File: src/rtl/score_bcd_disp.sv
// Clamps a signed game score to 0..MAX_SCORE and converts it to four 7-segment digits using a sequential double-dabble.
// Define SCORE_LZ_BLANK_EN to blank leading zeros in the thousands, hundreds and tens digits.
module score_bcd_disp #(
   parameter int SCORE_W      = 16,
   parameter int MAX_SCORE    = 9999,
   parameter int TIPO_DISPLAY = 0
) (
   input  logic                      clk50,
   input  logic                      reset,
   input  logic signed [SCORE_W-1:0] score,
   input  logic                      score_vld,
   output logic                      busy,
   output logic                      done,
   output logic                      sat_hi,
   output logic                      sat_lo,
   output logic [6:0]                DscM,
   output logic [6:0]                DscC,
   output logic [6:0]                DscD,
   output logic [6:0]                DscU
);

   typedef enum logic [1:0] {IDLE, CLAMP, SHIFT, UPDATE} state_t;

   localparam logic signed [SCORE_W-1:0] MAX_S = SCORE_W'(MAX_SCORE);
   localparam logic [13:0] MAX_BIN   = 14'(MAX_SCORE);
   localparam logic [6:0]  SEG_INV   = (TIPO_DISPLAY != 0) ? 7'h7F : 7'h00;
   localparam logic [6:0]  SEG_BLANK = 7'h7F ^ SEG_INV;
   localparam logic [6:0]  SEG_ZERO  = 7'b1000000 ^ SEG_INV;
`ifdef SCORE_LZ_BLANK_EN
   localparam logic [6:0]  SEG_RST_LEAD = SEG_BLANK;
`else
   localparam logic [6:0]  SEG_RST_LEAD = SEG_ZERO;
`endif

   function automatic logic [6:0] f_seg(input logic [3:0] d);
      logic [6:0] v;
      case (d)
         4'd0:    v = 7'b1000000;
         4'd1:    v = 7'b1111001;
         4'd2:    v = 7'b0100100;
         4'd3:    v = 7'b0110000;
         4'd4:    v = 7'b0011001;
         4'd5:    v = 7'b0010010;
         4'd6:    v = 7'b0000010;
         4'd7:    v = 7'b1111000;
         4'd8:    v = 7'b0000000;
         4'd9:    v = 7'b0010000;
         default: v = 7'h7F;
      endcase
      return v ^ SEG_INV;
   endfunction

   state_t                    r_state;
   state_t                    w_state_next;
   logic signed [SCORE_W-1:0] r_work;
   logic signed [SCORE_W-1:0] r_pend_score;
   logic                      r_pend;
   logic [13:0]               r_bin;
   logic [15:0]               r_bcd;
   logic [3:0]                r_cnt;
   logic                      r_clamp_hi;
   logic                      r_clamp_lo;
   logic                      r_busy;
   logic                      r_done;
   logic                      r_sat_hi;
   logic                      r_sat_lo;
   logic [6:0]                r_dsc_m;
   logic [6:0]                r_dsc_c;
   logic [6:0]                r_dsc_d;
   logic [6:0]                r_dsc_u;

   logic                      w_is_neg;
   logic                      w_is_hi;
   logic [13:0]               w_clamped;
   logic [15:0]               w_bcd_adj;
   logic [29:0]               w_shift;
   logic [6:0]                w_seg [4];
   logic                      w_blank_m;
   logic                      w_blank_c;
   logic                      w_blank_d;
   logic [6:0]                w_dsc_m;
   logic [6:0]                w_dsc_c;
   logic [6:0]                w_dsc_d;

   assign w_is_neg  = (r_work < 0);
   assign w_is_hi   = (r_work > MAX_S);
   assign w_clamped = w_is_neg ? 14'd0 : (w_is_hi ? MAX_BIN : 14'(r_work));

   // Double-dabble correction on every BCD nibble, then shift bcd:bin left by one.
   genvar gi;
   generate
      for (gi = 0; gi < 4; gi++) begin : g_nib
         assign w_bcd_adj[gi*4 +: 4] = (r_bcd[gi*4 +: 4] >= 4'd5) ?
                                       (r_bcd[gi*4 +: 4] + 4'd3) : r_bcd[gi*4 +: 4];
         assign w_seg[gi] = f_seg(r_bcd[gi*4 +: 4]);
      end
   endgenerate

   assign w_shift = {w_bcd_adj[14:0], r_bin, 1'b0};

`ifdef SCORE_LZ_BLANK_EN
   assign w_blank_m = (r_bcd[15:12] == 4'd0);
   assign w_blank_c = w_blank_m && (r_bcd[11:8] == 4'd0);
   assign w_blank_d = w_blank_c && (r_bcd[7:4] == 4'd0);
`else
   assign w_blank_m = 1'b0;
   assign w_blank_c = 1'b0;
   assign w_blank_d = 1'b0;
`endif

   assign w_dsc_m = w_blank_m ? SEG_BLANK : w_seg[3];
   assign w_dsc_c = w_blank_c ? SEG_BLANK : w_seg[2];
   assign w_dsc_d = w_blank_d ? SEG_BLANK : w_seg[1];

   always_comb begin
      w_state_next = r_state;
      case (r_state)
         IDLE:    if (score_vld) w_state_next = CLAMP;
         CLAMP:   w_state_next = SHIFT;
         SHIFT:   if (r_cnt == 4'd13) w_state_next = UPDATE;
         UPDATE:  w_state_next = (r_pend || score_vld) ? CLAMP : IDLE;
         default: w_state_next = IDLE;
      endcase
   end

   always_ff @(posedge clk50 or negedge reset) begin
      if (!reset) begin
         r_state      <= IDLE;
         r_work       <= '0;
         r_pend_score <= '0;
         r_pend       <= 1'b0;
         r_bin        <= '0;
         r_bcd        <= '0;
         r_cnt        <= '0;
         r_clamp_hi   <= 1'b0;
         r_clamp_lo   <= 1'b0;
         r_busy       <= 1'b0;
         r_done       <= 1'b0;
         r_sat_hi     <= 1'b0;
         r_sat_lo     <= 1'b0;
         r_dsc_m      <= SEG_RST_LEAD;
         r_dsc_c      <= SEG_RST_LEAD;
         r_dsc_d      <= SEG_RST_LEAD;
         r_dsc_u      <= SEG_ZERO;
      end else begin
         r_state <= w_state_next;
         r_busy  <= (w_state_next != IDLE);
         r_done  <= 1'b0;
         case (r_state)
            IDLE: begin
               if (score_vld) r_work <= score;
            end
            CLAMP: begin
               r_bin      <= w_clamped;
               r_bcd      <= '0;
               r_cnt      <= '0;
               r_clamp_hi <= w_is_hi;
               r_clamp_lo <= w_is_neg;
               if (score_vld) begin
                  r_pend_score <= score;
                  r_pend       <= 1'b1;
               end
            end
            SHIFT: begin
               r_bcd <= w_shift[29:14];
               r_bin <= w_shift[13:0];
               r_cnt <= r_cnt + 4'd1;
               if (score_vld) begin
                  r_pend_score <= score;
                  r_pend       <= 1'b1;
               end
            end
            UPDATE: begin
               r_dsc_m  <= w_dsc_m;
               r_dsc_c  <= w_dsc_c;
               r_dsc_d  <= w_dsc_d;
               r_dsc_u  <= w_seg[0];
               r_sat_hi <= r_clamp_hi;
               r_sat_lo <= r_clamp_lo;
               r_done   <= 1'b1;
               // A held request is consumed first; a fresh one arriving now becomes the new held one.
               if (r_pend) begin
                  r_work <= r_pend_score;
                  r_pend <= score_vld;
                  if (score_vld) r_pend_score <= score;
               end else if (score_vld) begin
                  r_work <= score;
               end
            end
            default: ;
         endcase
      end
   end

   assign busy   = r_busy;
   assign done   = r_done;
   assign sat_hi = r_sat_hi;
   assign sat_lo = r_sat_lo;
   assign DscM   = r_dsc_m;
   assign DscC   = r_dsc_c;
   assign DscD   = r_dsc_d;
   assign DscU   = r_dsc_u;

endmodule

File: config.mk
export PLATFORM = sky130hd
export DESIGN_NAME = score_bcd_disp
export DESIGN_NICKNAME = d
export VERILOG_FILES = /design/src/rtl/score_bcd_disp.sv
export SDC_FILE = /design/constraint.sdc
export NUM_CORES = 1
export LEC_CHECK = 0
export ABC_AREA = 1
export BUFFER_PORTS_ARGS = -buffer_cell sky130_fd_sc_hd__clkbuf_2
export CORE_MARGIN = 3
export CORE_UTILIZATION = 25
export DETAILED_ROUTE_END_ITERATION = 7
export GPL_ROUTABILITY_DRIVEN = 0
export MAX_ROUTING_LAYER = met4
export PLACE_DENSITY = 0.51
export SLEW_MARGIN = 20
export SYNTH_ARGS = -nofsm -noshare
export SYNTH_HDL_FRONTEND = slang
export SYNTH_SLANG_ARGS = --single-unit
export TNS_END_PERCENT = 100
File: constraint.sdc
create_clock -name clk50 -period 2.6 [get_ports clk50]
set_clock_uncertainty 0.05 [all_clocks]
set_input_delay 0.39 -clock clk50 [delete_from_list [all_inputs] [get_ports clk50]]
set_output_delay 0.39 -clock clk50 [all_outputs]
set_load 0.05 [all_outputs]
== Yosys cells after proc, flatten, opt, wreduce, memory -nomap -nowiden ==
Memory sizes are Yosys's and may differ from the RTL's. A register that Yosys moved wholly into a read port is not among the register bits.
Cells that the tools add are included.
Cells by class
  add/subtract/negate cells: 5
  order comparisons: 6
  equal/unequal tests: 6
  mux-type cells: 23
  reductions and logical operators: 13
Operators by type and width (count)
  16-bit one-hot mux with 2 select lines: 3
  16-bit 2-to-1 mux: 4
  14-bit 2-to-1 mux: 2
  14-bit one-hot mux with 2 select lines: 1
  4-bit by 3-bit greater-or-equal comparator with 1-bit output (second input constant): 4
  16-bit by 15-bit greater-than comparator with 1-bit output (second input constant): 1
  16-bit by 1-bit less-than comparator with 1-bit output (second input constant): 1
  4-bit by 2-bit adder with 4-bit output (second input constant): 3
  4-bit 2-to-1 mux: 3
  2-bit one-hot mux with 4 select lines: 1
  4-bit one-hot mux with 2 select lines: 1
  2-bit nonzero test: 4
  4-bit by 1-bit adder with 4-bit output (second input constant): 1
  2-bit equality test (second input constant): 2
  4-bit equality test (second input constant): 1
  1-bit logical NOT: 4
  1-bit 2-to-1 mux: 4
  2-bit 2-to-1 mux: 2
  2-bit AND reduction: 2
  3-bit by 2-bit adder with 3-bit output (second input constant): 1
  3-bit 2-to-1 mux: 1
  2-bit by 1-bit equality test with 1-bit output (second input constant): 1
  2-bit logical NOT: 1
  2-bit by 1-bit inequality test with 1-bit output (second input constant): 1
  4 further kinds: 4
Storage, ports and cells
  bits in registers: 75
  memory bits (read-only): 448
  input bits: 19
  output and inout bits: 32
  word-level logic and storage cells: 70
  memories kept: 4
Memories
  (no name shown): words 16, bits a word 7, read ports 1, clocked after memory_dff 1, write ports 0, line 37  | case (d)
  (no name shown): words 16, bits a word 7, read ports 1, clocked after memory_dff 1, write ports 0, line 37
  (no name shown): words 16, bits a word 7, read ports 1, clocked after memory_dff 1, write ports 0, line 37
  (no name shown): words 16, bits a word 7, read ports 1, clocked after memory_dff 1, write ports 0, line 37

== Depth between registers and ports, before layout ==
Gate-level depths: netlist of the first run.
  depth after elaboration: 4
  depth in mapped cells: 9
  depth with buffers taken out: 8

== Least setup slack after synthesis of the first run ==
OpenSTA, ideal clock, no wires.
  path type: register -> register
  start: register r_state[0]
  end: register r_bcd[6]
  library setup time: 131 ps
  data arrival time: 1375 ps
  required time: 2419 ps
  slack: 1044 ps
  cell stages (with the launch flop): 9
  path buffers: 2
  clock period less this slack: 1556 ps
  path through: dfrtp_1 inv_1 ha_1 buf_2 nand2_2 inv_1 buf_4 nand3_1 o21ai_0
On the way
  word-level cells in the longest chain between the ends: 2
  elaborated cells on any way between the ends: 4
  classes of those cells: eq/ne (2); mux (1); reduce/logical (1)
RTL lines
  start, declared: line 53  | state_t r_state;
  start signal, assigned: line 146  | r_state <= w_state_next;
  2-bit equality test or 2-bit by 1-bit equality test with 1-bit output (tied branches): line 149  | case (r_state)
  16-bit one-hot mux with 2 select lines or 2-bit nonzero test (tied branches)
  end signal, assigned: line 165  | r_bcd <= w_shift[29:14];
  end, declared: line 59  | logic [15:0] r_bcd;
Several ways; a longest one is shown, not always the timed one.
A chain may end at the register's enable or synchronous reset.

== Final worst setup path of the first run ==
  start: register r_state[0]
  end: register r_dsc_m[5], in the netlist DscM[5]
On the way
  word-level cells in the longest chain between the ends: 1
RTL lines
  2-bit equality test: line 149
  end, declared: line 67  | logic [6:0] r_dsc_m;
Every way passes these cells.

==> results of run 1 <==
metrics by stage:
step                      cells  instance area, um^2
after global placement      957                 5880
after detailed placement    957                 5880
after global routing        974                 6230
after floorplan             649                 5340
after CTS                   974                 6230
final                       974                 6230
worst reg2reg max path, cell delays in order (launching register included):
cell     delay (ns)
dfrtp_1        0.37
ha_1           0.46
inv_1          0.19
buf_4          0.23
a21oi_1        0.41
a21oi_1        0.14
metal layers:
| metal | vias up | wire length (um) |
|---|---|---|
| met5 | - | 0 |
| met4 | 0 | 98 |
| met3 | 8 | 555 |
| met2 | 87 | 5230 |
| met1 | 1947 | 6490 |
| li1 | 2195 | - |
cells in the mapped netlist (2+ instances only):
| cell | number |
|---|---|
| nor2_1 | 69 |
| buf_2 | 8 |
| a31oi_1 | 5 |
| inv_2 | 2 |
| xor2_1 | 2 |
| nand2_8 | 3 |
| o21ai_2 | 4 |
| buf_4 | 3 |
| nand2_2 | 5 |
| a22oi_1 | 2 |
| o211ai_1 | 13 |
| dfrtp_1 | 99 |
| buf_6 | 3 |
| nand3b_1 | 5 |
| o22ai_1 | 12 |
| o21ai_0 | 56 |
| dfstp_2 | 4 |
| a21oi_2 | 2 |
| nand3_1 | 23 |
| inv_1 | 85 |
| a21oi_1 | 45 |
| ha_1 | 26 |
| nand2_1 | 152 |
| o21ai_1 | 6 |
| clkbuf_1 | 5 |
sequential cells by signal, summed over array words and instances (netlist names):
signal        flops
r_pend_score     16
r_bin            14
done              1
r_pend            1
DscU              7
sat_lo            1
busy              1
r_state           2
r_bcd            16
DscC              7
r_work           16
r_clamp_lo        1
sat_hi            1
DscM              7
r_cnt             4
r_clamp_hi        1
DscD              7
kinds of logic (layout without fill, tap and decap cells):
family | Yosys count | in the layout | synth area share, %
buffers and inverters | 110 | 165 | 8.92
adder cells (fa/ha/maj) | 26 | 26 | 6.09
XOR/XNOR | 2 | 2 | 0.328
flip-flops | 103 | 103 | 48.3
AO/OA/AOI/OAI | 148 | 148 | 15.7
AND/OR/NAND/NOR | 260 | 260 | 20.6
area by class of cell:
class / count / area share, %
clock buffers: 11 / 3.73
clock inverters: 5 / 1.73
inverters: 88 / 5.42
multi-input cells: 436 / 36.7
flip-flops and latches: 103 / 41.4
well taps: 270 / 5.42
repair buffers: 61 / 5.62
what timing repair did:
item | CTS | global route
buffers inserted | 0 | 0
gates resized for setup | 0 | 0
hold buffers | 1 | 0
hold endpoints to repair | 18 | 0
where the power goes:
| part | leakage [nW] | total, W | internal, W | switching (W) |
|---|---|---|---|---|
| clock network | 0.164 | 0.00156 | 0.000946 | 0.000610 |
| logic | 1.60 | 0.00402 | 0.00112 | 0.00291 |
| registers | 1.28 | 0.00266 | 0.00230 | 0.000367 |
| total | 3.04 | 0.00824 | 0.00436 | 0.00388 |
final timing paths:
check	startpoint	to
setup reg to reg	r_state[0]$_DFF_PN0_	DscM[5]$_DFFE_PN0P_
max in group asynchronous	reset	DscU[6]$_DFFE_PN1P_
hold reg to reg	r_bin[0]$_DFFE_PN0N_	r_bin[0]$_DFFE_PN0N_
setup / recovery	r_state[0]$_DFF_PN0_	DscM[5]$_DFFE_PN0P_
min in group asynchronous	reset	DscC[2]$_DFFE_PN0P_
hold / removal	score[4]	r_pend_score[4]$_DFFE_PN0P_
==> flow_summary.toml, run 1 <==
[timing]
setup_viol = 0
setup_slack_ns = 0.614
tns_ns = 0
min_period_over_period_pct = 76.4
slew_headroom_pct = 64.7
fmax_mhz = 503
rsz0062_at_grt = "false"
final_max_slew_viol_count = 0
min_period_ns = 1.99
worst_pin_slew_ns = 0.529
timing_hold_violations_final = 0
whs_ns = 0.202

[cells_and_area]
finalCoreUtilization_pct = 30.2
layout_commonest_cell = "nand2_1"
multi_input_area_um2 = 2280
nFillCells = 2245
area_growth_pct = 16.6
antenna_cells = 0
layout-drive-gt1-share_pct = 13.8
fin_nets = 744
mostFrequentLayoutCells = "152 x nand2_1, 99 x dfrtp_1, 85 x inv_1"
regArea_um2 = 2580

[placement]
hpwl_mm = 8.80
numPortBuffers = 50
pre_cts_ws_ns = 0.585

[synthesis]
synth_area_um2 = 5340
ys_warn_count = 0
synth_seq_cells = 103
synth-edff-count = 0
ys_seq_area_share_pct = 48.3
syn-instance-count = 649
ys_types = 35
yosysTopAreaCellShare_pct = 46.4
synth_nets = 694
postSynthAreaPerCell_um2 = 8.23
synth_top_area_cell = "dfrtp_1"
synth_area_leaders = "dfrtp_1 46%, nand2_1 11%, ha_1 6.1%"
synth-async-reset-ratio_pct = 100
synthFlopType = "dfrtp_1"

[global_route]
grt_usage_pct = 11.5
grt_pass1_wl_mm = 21.7
grt_max_degree = 43
grtUsageMet2_pct = 16.6
overflow = 0
antenna_found_initial = 0
met1_usage_pct = 16.5
grtUsageMet3_pct = 2.47
grt_pass1_vias = 4196
busiest_layer = "met2"

[power_and_ir_drop]
p_leak_nw = 3.04
ir_drop_v = 0.000603
p_total_w = 0.00824
power.density_nw_per_um2 = 1320

[die]
die_w_um = 152
start_util_pct = 25.9
num_io_pins = 51
dieArea_um2 = 23200
core_area_um2 = 20600
fp.dieH_um = 152
placementRows = 52

[detailed_routing]
routed_wirelength_mm = 12.4
viasPerCell = 4.35
routed-via-count = 4237
wire_per_inst_um = 12.7
remaining_drc_errors = 0
firstDrtPassIters = 4
final_antenna_net_count = 0
drt_iter0_drc = 254

[critical_path]
crit_chain = "ha_1 -> inv_1 -> buf_4 -> a21oi_1 -> a21oi_1"
worst-path-buf-inv = 2
cp_slowest_cell = "ha_1"
crit_cells = 5
crit_type = "reg2reg"
rrSetupSlack_ns = 0.61
ff2ff_path_depth = 5
cp_common_cell = "a21oi_1"
startpoint_type = "register"
critical_path_required_ns = 2.76
critPathMaxStageDelay_ns = 0.46
critPathTopFamily = "compound AO/OA/AOI/OAI gates"
cp_max_fo = 10
cp-end-kind = "register"
crit_arrival_ns = 2.14

[min_path]
hp-class = "in2reg"
min_path_cells = 3

[clock_network]
clk_path_buf_depth = 2
cts_tree = "yes"
clk_latency_ns = 0.34
cts_buffers = 9
cts_num_sinks = 103
clkTransAtPathRegs_ns = 0.07
htreeDepth = 3
cts_root_buf = "clkbuf_16"

[job]
cap_violations = 0

[status]
status = "complete, no violations"
Note: power is estimated with default switching activity, not from simulation.
==> run 2, diff against run 1 <==
==> constraint.sdc (replaced) <==
create_clock -name clk50 -period 2 [get_ports clk50]
set_clock_uncertainty 0.05 [all_clocks]
set_input_delay 0.3 -clock clk50 [delete_from_list [all_inputs] [get_ports clk50]]
set_output_delay 0.3 -clock clk50 [all_outputs]
set_load 0.05 [all_outputs]
==> flow_summary.toml, run 2 (same netlist as run 1, synthesis figures left out) <==
[global_route]
grt_pass1_wl_mm = 21.2
grt_max_degree = 42
grt_usage_pct = 11.2
overflow = 0
antenna_found_initial = 0
grt_pass1_vias = 4140

[cells_and_area]
antenna_cells = 0
nFillCells = 2207
largestRegisters = "r_bcd: 16 flops, r_pend_score: 16 flops, r_work: 16 flops"
area_growth_pct = 16.6
mostFrequentLayoutCells = "152 x nand2_1, 99 x dfrtp_1, 85 x inv_1"
finalCoreUtilization_pct = 30.2
fin_cells = 977
design_area_um2 = 6230
layout-drive-gt1-share_pct = 14.4
layout_commonest_cell = "nand2_1"
fin_nets = 748

[power_and_ir_drop]
p_leak_nw = 3.05
power.density_nw_per_um2 = 1700
ir_drop_v = 0.000589

[timing]
setup_viol = 0
min_period_over_period_pct = 89.1
tns_ns = 0
worst_pin_slew_ns = 0.441
slew_headroom_pct = 70.6
final_max_slew_viol_count = 0
fmax_mhz = 561
rsz0062_at_grt = "false"
min_period_ns = 1.78
whs_ns = 0.118
timing_hold_violations_final = 0

[placement]
dpl_cell_area_um2 = 5910
numPortBuffers = 50
hpwl_mm = 8.89
dp.cells = 961

[detailed_routing]
final_antenna_net_count = 0
wire_per_inst_um = 12.6
routed_wirelength_mm = 12.3
firstDrtPassIters = 4
drt_iter0_drc = 223
remaining_drc_errors = 0
viasPerCell = 4.33
routed-via-count = 4226

[min_path]
hp-class = "in2reg"

[die]
dieArea_um2 = 23200
core_area_um2 = 20600
num_io_pins = 51
die_w_um = 152
start_util_pct = 25.9
fp.dieH_um = 152
placementRows = 52

[clock_network]
clk_latency_ns = 0.34
cts_tree = "yes"
cts-hold-fix-buffers = 1
cts_root_buf = "clkbuf_16"
clk_path_buf_depth = 2
cts_buffers = 9
cts_num_sinks = 103
clkTransAtPathRegs_ns = 0.07
cts_resized = 0
cts_setup_buffers = 0
htreeDepth = 3

[critical_path]
cp_max_fo = 10
cp_slowest_cell = "dfrtp_1"
critical_path_required_ns = 2.16
worst-path-buf-inv = 2
cp_common_cell = "a21oi_1"
critPathMaxStageDelay_ns = 0.39
crit_arrival_ns = 1.94
crit_chain = "ha_1 -> inv_1 -> buf_4 -> a21oi_1 -> a21oi_1"
cp-end-kind = "register"
critPathTopFamily = "compound AO/OA/AOI/OAI gates"
crit_type = "reg2reg"
startpoint_type = "register"

[status]
status = "complete, no violations"

[job]
cap_violations = 0
==> run 2: cell types whose count changed in the layout (fill, tap and decap cells not counted) <==
cell / before / now
buf_4: 10 / 14
bufinv_16: 3 / 1
clkbuf_1: 2 / 0
clkbuf_8: 0 / 2
clkinvlp_4: 0 / 1
==> run 2: tightest hold or removal path, delay by kind of cell <==
family        cells  cell delay (ns)
buf+inv           1             0.09
simple gates      2             0.10
==> run 2: worst paths after layout <==
kind	depth (start not counted)	start	to	slack, ns
worst min register to register	2	sat_lo$_DFFE_PN0P_	sat_lo$_DFFE_PN0P_	0.44
worst max-delay path	5	r_state[1]$_DFF_PN0_	DscM[5]$_DFFE_PN0P_	0.22
max in group asynchronous	3	reset	DscU[6]$_DFFE_PN1P_	0.87
worst min-delay path	3	score[4]	r_pend_score[4]$_DFFE_PN0P_	0.12
worst max register to register	5	r_state[1]$_DFF_PN0_	DscM[5]$_DFFE_PN0P_	0.22
min in group asynchronous	2	reset	DscC[2]$_DFFE_PN0P_	0.39
==> run 2: cell type report <==
type	count	area (um^2)	share of cell area (%)
clock inverters	4	55.1	0.884
clock buffers	11	253	4.06
multi-input cells	436	2280	36.7
well taps	270	338	5.42
flip-flops and latches	103	2580	41.4
repair buffers	65	380	6.10
inverters	88	338	5.42
==> run 2: power by group <==
| group | switching (W) | internal, W | total, W |
|---|---|---|---|
| Combinational | 0.00379 | 0.00153 | 0.00532 |
| Sequential | 0.000484 | 0.00299 | 0.00347 |
| Clock | 0.000764 | 0.00104 | 0.00180 |
==> run 2: routing by layer <==
metal	wire length, um	track usage [%]	part of all wire (%)	vias up
li1	-	-	-	2197
met2	5210	16.0	42	75
met4	89	2.44	0.72	0
met3	407	2.33	3.3	7
met1	6630	16.3	54	1947
met5	0	-	0	-
==> run 2: through the flow <==
stage | power [W] | setup WS (ns)
final | 0.0106 | 0.218
after global placement | 0.00887 | 0.289
after detailed placement | 0.00890 | 0.217
after global routing | 0.0115 | 0.0900
after floorplan | 0.00754 | 0.444
after CTS | 0.0108 | 0.216
==> run 3, diff against run 2 <==
--- a/config.mk
+++ b/config.mk
@@ -5,7 +5,6 @@
 export SDC_FILE = /design/constraint.sdc
 export NUM_CORES = 1
 export LEC_CHECK = 0
-export ABC_AREA = 1
 export BUFFER_PORTS_ARGS = -buffer_cell sky130_fd_sc_hd__clkbuf_2
 export CORE_MARGIN = 3
 export CORE_UTILIZATION = 25
==> flow_summary.toml, run 3 <==
[die]
start_util_pct = 25.6
placementRows = 52
die_w_um = 151
dieArea_um2 = 22700
core_area_um2 = 20400
num_io_pins = 51
fp.dieH_um = 151

[placement]
hpwl_mm = 7.67
numPortBuffers = 50

[global_route]
grt_usage_pct = 10.9
grt_pass1_wl_mm = 19.5
grt_max_degree = 104
grt_pass1_vias = 3877
overflow = 0
antenna_found_initial = 0

[cells_and_area]
layout-drive-gt1-share_pct = 21.5
mostFrequentLayoutCells = "99 x dfrtp_1, 53 x o21ai_0, 49 x clkbuf_2"
largestRegisters = "r_bcd: 16 flops, r_pend_score: 16 flops, r_work: 16 flops"
antenna_cells = 0
area_growth_pct = 18.3
fin_nets = 603
layout_commonest_cell = "dfrtp_1"

[power_and_ir_drop]
p_sw_w = 0.00379
ir_drop_v = 0.000776
p_comb_share_pct = 43.4
p_seq_share_pct = 35.7
internal_power_w = 0.00549
power.density_nw_per_um2 = 1500
p_leak_nw = 2.80
clock_power_share_pct = 20.8
p_sw_share_pct = 40.8

[synthesis]
synthFlopType = "dfrtp_1"
yosysTopAreaCellShare_pct = 47.3
ys_seq_area_share_pct = 49.3
synth_nets = 557
syn-instance-count = 512
postSynthAreaPerCell_um2 = 10.2
ys_types = 51
synth_top_area_cell = "dfrtp_1"
synth-async-reset-ratio_pct = 100
synth-edff-count = 0
yosysMostFrequentCell = "dfrtp_1"
synth_area_leaders = "dfrtp_1 47%, ha_1 6.2%, o21ai_0 5.1%"
synth_area_um2 = 5240
ys_warn_count = 0
synth_seq_cells = 103
synth_top_cells_by_count = "99 x dfrtp_1, 53 x o21ai_0, 45 x inv_1"

[detailed_routing]
viasPerCell = 4.63
wire_per_inst_um = 13.6
firstDrtPassIters = 4
drt_iter0_drc = 174
final_antenna_net_count = 0
routed_wirelength_mm = 11.3
remaining_drc_errors = 0
routed-via-count = 3859

[clock_network]
htreeDepth = 3
cts_root_buf = "clkbuf_16"
cts_tree = "yes"
cts_num_sinks = 103
cts_setup_buffers = 0
cts_buffers = 9
clkTransAtPathRegs_ns = 0.08
clk_path_buf_depth = 2
clk_latency_ns = 0.36

[timing]
whs_ns = 0.137
fmax_mhz = 524
worst_pin_slew_ns = 0.555
slew_headroom_pct = 63.0
setup_viol = 0
timing_hold_violations_final = 0
min_period_ns = 1.91
tns_ns = 0
rsz0062_at_grt = "false"
final_max_slew_viol_count = 0
min_period_over_period_pct = 95.3

[critical_path]
startpoint_type = "register"
crit_arrival_ns = 2.10
crit_type = "reg2reg"
r2r-start = "r_state[0]$_DFF_PN0_"
critical_path_required_ns = 2.20
startpoint = "r_state[0]$_DFF_PN0_"
cp-end-kind = "register"
cp_max_fo = 16

[status]
status = "complete, no violations"

[min_path]
hp-start = "score[7]"
hp-class = "in2reg"

[job]
cap_violations = 0
[run 3: cell types whose count changed after synthesis, moves of 7 or more]
cell / delta
mux2_4: +10
clkbuf_1: +8
mux2i_1: +9
nor3_1: +7
nor2_1: -43
a221o_1: +7
nand3_1: -15
a21oi_1: -21
inv_1: -40
a22oi_1: +14
mux2_2: +15
nand2_1: -114
[run 3: kinds of logic (layout without fill, tap and decap cells)]
logic type,Yosys count,count (layout),share of synthesized area (%)
XOR/XNOR,6,6,1.00
multiplexers,34,34,7.81
adder cells (fa/ha/maj),26,26,6.21
AND/OR/NAND/NOR,107,107,9.55
buffers and inverters,76,127,5.99
AO/OA/AOI/OAI,160,160,20.2
flip-flops,103,103,49.3
[run 3: path summary, 6_finish.rpt]
| kind | end | slack [ns] | cells after the start |
|---|---|---|---|
| max in group asynchronous | DscD[6]$_DFFE_PN1P_ | 0.97 | 3 |
| worst min-delay path | r_pend_score[7]$_DFFE_PN0P_ | 0.14 | 2 |
| worst min register to register | DscM[6]$_DFFE_PN1P_ | 0.42 | 2 |
| min in group asynchronous | r_pend_score[3]$_DFFE_PN0P_ | 0.48 | 3 |
| worst max-delay path | r_pend_score[5]$_DFFE_PN0P_ | 0.09 | 7 |
| worst max register to register | r_pend_score[5]$_DFFE_PN0P_ | 0.09 | 7 |
[run 3: cell type report]
class	instances	area (um^2)
Clock buffer	9	225
Multi-Input combinational cell	333	2360
Tap cell	270	338
Sequential cell	103	2580
Clock inverter	7	103
Inverter	47	176
Fill cell	2179	14200
Timing Repair Buffer	64	414
[run 3: per-stage QoR]
stage,setup slack (ns),instance area [um^2],std cells,utilization [%],power (W)
floorplan,0.0982,5240,512,-,0.00624
global placement,0.174,5840,816,28.6,0.00729
detailed placement,0.0716,5840,816,28.6,0.00739
CTS,0.0438,6180,833,30.2,0.00939
global route,0.00962,6200,833,30.3,0.00999
finish,0.0933,6200,833,30.3,0.00928
[run 3: timing repair]
action / CTS / global route
endpoints found under the hold margin: 60 / 0
hold buffers: 1 / 0
endpoints found under the setup margin: 0 / 20
gates resized for setup: 0 / 4
[run 3: critical path: stages (launching register included)]
cell,delay [ns]
dfrtp_1,0.42
inv_1,0.10
ha_1,0.40
inv_2,0.10
nor2_2,0.05
o21ai_4,0.14
buf_12,0.18
mux2_2,0.35
[run 3: layer usage]
metal	global-route usage [%]	routed length [um]
met1	14.6	5580
met2	16.5	5190
met3	2.51	430
met4	3.40	127
met5	-	0
[run 3: power groups by stage]
| stage | clock (W) | combinational [W] | sequential, W |
|---|---|---|---|
| global placement | 0 | 0.00396 | 0.00333 |
| global route | 0.00209 | 0.00448 | 0.00341 |
| finish | 0.00193 | 0.00403 | 0.00332 |
| CTS | 0.00202 | 0.00405 | 0.00332 |
| floorplan | 0 | 0.00247 | 0.00376 |
| detailed placement | 0 | 0.00403 | 0.00336 |
